--- src/rtl/multi_sync_filter.sv ---
// multi_sync_filter
//
// Purpose:
//   Conditions NUM_CH asynchronous inputs for use in the clk domain. Each
//   channel is passed through a SYNC_STAGES-deep synchronizer, then a
//   stability filter that only accepts a new level after the synchronized
//   value has differed from the current output for FILTER_LEN consecutive
//   cycles. The clean level drives registered one-cycle rise/fall pulses and
//   a saturating per-channel edge counter.
//
// Ports:
//   clk         in   system clock, rising edge
//   rst_btn     in   asynchronous active-low reset
//   sig_in      in   [NUM_CH]            raw asynchronous inputs
//   cnt_clr     in   [NUM_CH]            synchronous per-channel counter clear
//   sig_out     out  [NUM_CH]            synchronized and filtered level
//   rise_pulse  out  [NUM_CH]            one-cycle pulse on sig_out 0->1
//   fall_pulse  out  [NUM_CH]            one-cycle pulse on sig_out 1->0
//   edge_cnt    out  [NUM_CH*CNT_WIDTH]  channel i count at [i*CNT_WIDTH +: CNT_WIDTH]
//   cnt_sat     out  [NUM_CH]            channel i count is at its maximum
//
// EDGE_MODE: 0 = count rising edges, 1 = falling, 2 = both.

module multi_sync_filter #(
    parameter int NUM_CH      = 4,
    parameter int SYNC_STAGES = 2,
    parameter int FILTER_LEN  = 4,
    parameter int CNT_WIDTH   = 8,
    parameter int EDGE_MODE   = 0
) (
    input  logic                          clk,
    input  logic                          rst_btn,
    input  logic [NUM_CH-1:0]             sig_in,
    input  logic [NUM_CH-1:0]             cnt_clr,
    output logic [NUM_CH-1:0]             sig_out,
    output logic [NUM_CH-1:0]             rise_pulse,
    output logic [NUM_CH-1:0]             fall_pulse,
    output logic [NUM_CH*CNT_WIDTH-1:0]   edge_cnt,
    output logic [NUM_CH-1:0]             cnt_sat
);

    localparam int                    STAB_W    = $clog2(FILTER_LEN) + 1;
    localparam logic [STAB_W-1:0]     STAB_LAST = STAB_W'(FILTER_LEN - 1);
    localparam logic [CNT_WIDTH-1:0]  CNT_MAX   = '1;
    localparam logic [CNT_WIDTH-1:0]  CNT_ONE   = CNT_WIDTH'(1);

    for (genvar g = 0; g < NUM_CH; g++) begin : gen_ch
        logic [SYNC_STAGES-1:0] sync_q;
        logic [SYNC_STAGES-1:0] sync_d;
        logic                   s;
        logic [STAB_W-1:0]      stab_q, stab_d;
        logic                   level_q, level_d;
        logic                   rise_q, rise_d;
        logic                   fall_q, fall_d;
        logic [CNT_WIDTH-1:0]   cnt_q, cnt_d;
        logic                   qual;

        // Shift chain: stage 0 samples the pin, only the last stage is used.
        assign sync_d = {sync_q[SYNC_STAGES-2:0], sig_in[g]};
        assign s      = sync_q[SYNC_STAGES-1];

        always_comb begin
            stab_d  = stab_q;
            level_d = level_q;
            rise_d  = 1'b0;
            fall_d  = 1'b0;
            if (s == level_q) begin
                // Agreement (or a return before acceptance) drops any pending change.
                stab_d = '0;
            end else if (stab_q == STAB_LAST) begin
                level_d = s;
                stab_d  = '0;
                rise_d  = s;
                fall_d  = ~s;
            end else begin
                stab_d = stab_q + 1'b1;
            end
        end

        always_comb begin
            qual = 1'b0;
            if (EDGE_MODE == 0)      qual = rise_d;
            else if (EDGE_MODE == 1) qual = fall_d;
            else                     qual = rise_d | fall_d;
        end

        // A clear coinciding with a qualifying edge keeps that edge (count = 1).
        always_comb begin
            cnt_d = cnt_q;
            if (cnt_clr[g]) begin
                cnt_d = qual ? CNT_ONE : '0;
            end else if (qual && (cnt_q != CNT_MAX)) begin
                cnt_d = cnt_q + 1'b1;
            end
        end

        always_ff @(posedge clk or negedge rst_btn) begin
            if (!rst_btn) begin
                sync_q  <= '0;
                stab_q  <= '0;
                level_q <= 1'b0;
                rise_q  <= 1'b0;
                fall_q  <= 1'b0;
                cnt_q   <= '0;
            end else begin
                sync_q  <= sync_d;
                stab_q  <= stab_d;
                level_q <= level_d;
                rise_q  <= rise_d;
                fall_q  <= fall_d;
                cnt_q   <= cnt_d;
            end
        end

        assign sig_out[g]                           = level_q;
        assign rise_pulse[g]                        = rise_q;
        assign fall_pulse[g]                        = fall_q;
        assign edge_cnt[g*CNT_WIDTH +: CNT_WIDTH]   = cnt_q;
        assign cnt_sat[g]                           = (cnt_q == CNT_MAX);
    end

endmodule

--- config.mk ---
export PLATFORM = sky130hd
export DESIGN_NAME = multi_sync_filter
export DESIGN_NICKNAME = d
export VERILOG_FILES = /design/src/rtl/multi_sync_filter.sv
export SDC_FILE = /design/constraint.sdc
export NUM_CORES = 1
export LEC_CHECK = 0
export ABC_AREA = 1
export CAP_MARGIN = 20
export CORE_MARGIN = 3
export CORE_UTILIZATION = 47
export DETAILED_ROUTE_END_ITERATION = 10
export PLACE_DENSITY = 0.81
export SLEW_MARGIN = 20
export SYNTH_ARGS = -nofsm -noshare
export SYNTH_HDL_FRONTEND = slang
export SYNTH_SLANG_ARGS = --single-unit
--- constraint.sdc ---
create_clock -name clk -period 1.32 [get_ports clk]
set_clock_uncertainty 0.15 [all_clocks]
set_input_delay 0.264 -clock clk [delete_from_list [all_inputs] [get_ports clk]]
set_output_delay 0.264 -clock clk [all_outputs]
set_load 0.01 [all_outputs]
* Word level (Yosys, flattened, before mapping)
Index checks and enable logic that the tools add are counted.
Widths: inputs -> output; s select.
** Operators by class
- Add/sub/neg operators :: 8
- Equal/unequal tests :: 16
- Muxes and demuxes :: 36
- Bitwise logic cells :: 8
- Reductions and logical operators :: 12
** Operators with widths (count)
- $mux 8 :: 8
- $add 8x1->8 const B :: 4
- $eq 8x8->1 const B :: 4
- $ne 8x8->1 const B :: 4
- $mux 3 :: 8
- $mux 1 :: 20
- $add 3x1->3 const B :: 4
- $eq 3x2->1 const B :: 4
- $not 1->1 :: 8
- $reduce_and 2->1 :: 4
- $reduce_bool 2->1 :: 4
- $eq 1x1->1 :: 4
- $logic_and 1x1->1 :: 4
** Storage, ports and cells
- Register bits :: 64
- Bits of input ports :: 10
- Output and inout port bits :: 48
- Word-level logic and storage cells :: 104

* Logic depth before layout (Yosys ltp)
- Word-level depth :: 6
- Mapped depth :: 10
- Gate-level depth less buffers :: 10

* Worst setup path after synthesis
OpenSTA, ideal clock, no wires.
- Kind :: register to register
- From :: reg gen_ch[2].cnt_q[0]
- To :: reg gen_ch[2].cnt_q[0]
- Library setup time :: 0.121 ns
- Arrival :: 1.237 ns
- Required time :: 1.049 ns
- Slack :: -0.188 ns
- Stages on the path, launching flop included :: 8
- Buffers on the path :: 0
- Clock period less this slack :: 1.508 ns
- Cells stage by stage :: dfrtp_1 ha_1 nand2_2 nor2_4 a21oi_4 nor2_4 nand2_1 nand2_1
** Between the ends
- Longest elaborated chain between the ends :: 3
- Elaborated cells between the ends (all ways) :: 6
- Those cells by class :: add/sub: 1; eq/ne: 1; mux: 2; reduce/logical: 2
** RTL lines
- start, declared :: RTL line 55 : logic [CNT_WIDTH-1:0] cnt_q, cnt_d;
- start signal, assigned :: RTL line 111 : cnt_q <= cnt_d;
- $add 8x1->8 or $ne 8x8->1 (tied branches) :: RTL line 93, 92
- $mux 8 or $logic_and 1x1->1 (tied branches) :: RTL line 92 : end else if (qual && (cnt_q != CNT_MAX)) begin
- $mux 8 or $reduce_bool 2->1 (tied branches)
Several ways; a longest one is shown, not always the timed one. The select of a mux whose other input is x is not followed.
A chain may end at the register's enable or synchronous reset.

* Final worst setup path
- From :: reg gen_ch[3].cnt_q[1]
- To :: out cnt_sat[3]
** Between the ends
- Longest elaborated chain between the ends :: 1
** RTL lines
- start, declared :: RTL line 55
- start signal, assigned :: RTL line 111
- $eq 8x8->1 :: RTL line 119 : assign cnt_sat[g] = (cnt_q == CNT_MAX);
- end, declared :: RTL line 39 : output logic [NUM_CH-1:0] cnt_sat
No other way between the ends.

==> reports/metrics.yaml <==
final_layout:
  fin_nets: 587
  n_antenna_cell: 0
  drive_gt1_share_pct: 47.6
  fillers: 348
  finalInstanceArea_mm2: 0.00544
  postLayoutCoreUtil_pct: 83.4
  syn2layout_area_growth_pct: 67.3
  stdcell_count: 651
worst_setup_path:
  crit_family: "flip-flops"
  cp_slowest_stage_delay_ns: 0.44
  r2r_cells: 10
  critPathArrivalTime_ns: 1.39
  cp-start-kind: "flop"
  crit_type: "reg -> out"
  crit_slowest_cell: "dfrtp_1"
  crit_required_ns: 0.91
  r2r_setup_slack_ns: -0.36
  critPathBufInv: 2
  timing.rr.end: "gen_ch[0].cnt_q[3]"
  path_cells: "ha_4 > nand2_4 > nor2_4 > nand2_2 > inv_2 > buf_6"
  r2r-start: "gen_ch[0].cnt_q[0]"
  cp_max_fo: 2
  critPathCaptureType: "primary output"
route:
  vias: 3475
  drt_wl_total_um: 11100
  vias_per_cell: 5.34
  postRouteAntennaNets: 0
  wl_per_cell_um: 17.0
  drt-pass1-iter-count: 5
  drc: 0
  drtIter0Drc: 252
placement:
  dp.cells: 585
  port_buffers: 57
  post_dp_cell_area_mm2: 0.00440
  place_congestion: 0.899
  dp_hpwl_um: 5740
  dpl_worst_slack_ns: -0.454
outcome:
  status: "complete, but fails checks"
  violations: "setup timing"
timing:
  tightest_slew_ns: 0.463
  drv_slew: 0
  slew_headroom_pct: 69.1
  finalHoldViolCount: 0
  fin_crit_sh_pct: 137
  fin_ws_ns: -0.484
  fmax_ghz: 0.554
  rsz0062_at_grt: "true"
  fin_crit_ns: 1.80
  setup_violations: 68
logic_synthesis:
  syn_area_per_cell_um2: 8.26
  async_flop_share_pct: 100
  synthFlopType: "dfrtp_1"
  yosys-top-cells-area: "dfrtp_1 49%, nand2_1 12%, nand3_1 6.0%"
  synth_nets: 412
  synthTopCellsByCount: "103 x nand2_1, 64 x dfrtp_1, 43 x inv_1"
  synth_edf_count: 0
  synth_top_area_share_pct: 49.2
  yosysMostFrequentCell: "nand2_1"
  ys_seq_area_share_pct: 49.2
  synth-seq-cells: 64
  yosysWarnings: 0
  synth_cell_types: 27
  syn_inst: 394
  synth_area_leader_cell: "dfrtp_1"
  syn_area_mm2: 0.00325
cts:
  cts_buffer_depth: 2
  cts_sinks: 64
  cts_buffers: 9
  cts_tree: "yes"
  insertion_delay_ns: 0.35
  cts_max_level: 3
  path_clk_slew_ns: 0.08
  clockRootBuffer: "clkbuf_8"
floorplan:
  die_y_um: 89.2
  io_pins: 58
  fp-row-count: 29
  dieArea_mm2: 0.00796
  core_area_mm2: 0.00653
  dieWidth_um: 89.2
  initial_core_util_pct: 49.8
min_path:
  hold_start: "sig_in[0]"
  worstHoldEndpoint: "gen_ch[0].sync_q[0]"
  min_path_type: "in -> reg"
  hold_depth: 1
global_route:
  grt_pass1_wl_um: 14800
  grt_max_degree: 43
  gr-max-usage-layer: "met2"
  grt_usage_pct: 24.5
  grt_util_met1_pct: 29.2
  first_global_vias: 3290
  use_met3_pct: 7.19
  overflow: 0
  grt_antenna_before_repair: 0
  grt_use_met2_pct: 40.7
power_and_ir_drop:
  design_power_total_mw: 5.60
  p_per_area_mw_per_mm2: 1030
  vdd_ir_drop_max_uv: 838
  leakagePower_nw: 2.84
job:
  cap_violations: 0
## worst max-delay path by stage
stage	startpoint	end	slack, ns	cells past startpoint
floorplan	gen_ch[0].cnt_q[0]	gen_ch[0].cnt_q[3]	-0.11	8
global placement	gen_ch[0].cnt_q[0]	cnt_sat[0]	-0.43	6
detailed placement	gen_ch[0].cnt_q[1]	cnt_sat[0]	-0.45	6
CTS	gen_ch[0].cnt_q[1]	cnt_sat[0]	-0.43	6
global route	gen_ch[0].cnt_q[0]	cnt_sat[0]	-0.52	6
finish	gen_ch[3].cnt_q[1]	cnt_sat[3]	-0.48	6
## cell usage in the layout, fill, tap and decap left out, drive strengths merged
cell type and instances:
a21boi 1, a21oi 11, buf 167, bufinv 1, clkbuf 10, clkdlybuf4s50 8, clkinv 6, clkinvlp 2
dfrtp 64, dlygate4sd3 1, ha 8, inv 53, nand2 114, nand3 40, nand3b 2, nand4 2
nor2 46, nor3 13, o21ai 12, o21bai 6, xnor2 2, xor2 5
## where the power goes
group | switching (mW) | internal [mW]
registers | 0.145 | 2.17
clock network | 0.808 | 0.862
logic | 0.830 | 0.783
## area by class of cell
cell class	count	area [um^2]	share of cell area, %
Multi-Input combinational cell	262	1690	31.1
Timing Repair Buffer	176	1630	30.0
Sequential cell	64	1600	29.4
Inverter	56	234	4.30
Clock buffer	10	128	2.34
Tap cell	77	96.3	1.77
Clock inverter	6	60.1	1.10
## flip-flops by register name (all words and copies together) (netlist names)
name / cells
gen_ch.cnt_q: 32
gen_ch.stab_q: 12
gen_ch.sync_q: 8
gen_ch.fall_q: 4
gen_ch.level_q: 4
gen_ch.rise_q: 4
## metal layers
metal,wire length (um),up-vias
li1,-,1579
met1,4260,1692
met2,5880,174
met3,612,30
met4,317,0
met5,0,-
## metrics by stage
| step | setup TNS (ns) | hold WS, ns |
|---|---|---|
| detailed placement | -9.59 | 0.118 |
| finish | -13.47 | 0.200 |
| global placement | -7.93 | 0.117 |
| global route | -16.25 | 0.182 |
| CTS | -9.94 | 0.179 |
| floorplan | -3.18 | -0.182 |
## cell families (layout without fill, tap and decap cells)
group           after synthesis  count (layout)  share of synthesized area [%]
fa+ha+maj                     8               8                           3.08
simple gates                216             217                           30.7
buf+inv                      69             248                           9.54
xor+xnor                      7               7                           1.88
flops                        64              64                           49.2
compound gates               30              30                           5.62
## timing repair
item	4_1_cts	5_1_grt
setup buffers	34	40
endpoints found under the hold margin	64	0
pin swaps	24	33
hold buffers	1	0
gates resized for setup	283	79
gates cloned	1	0
endpoints found under the setup margin	85	75
Power figures use the tool's default switching activity.
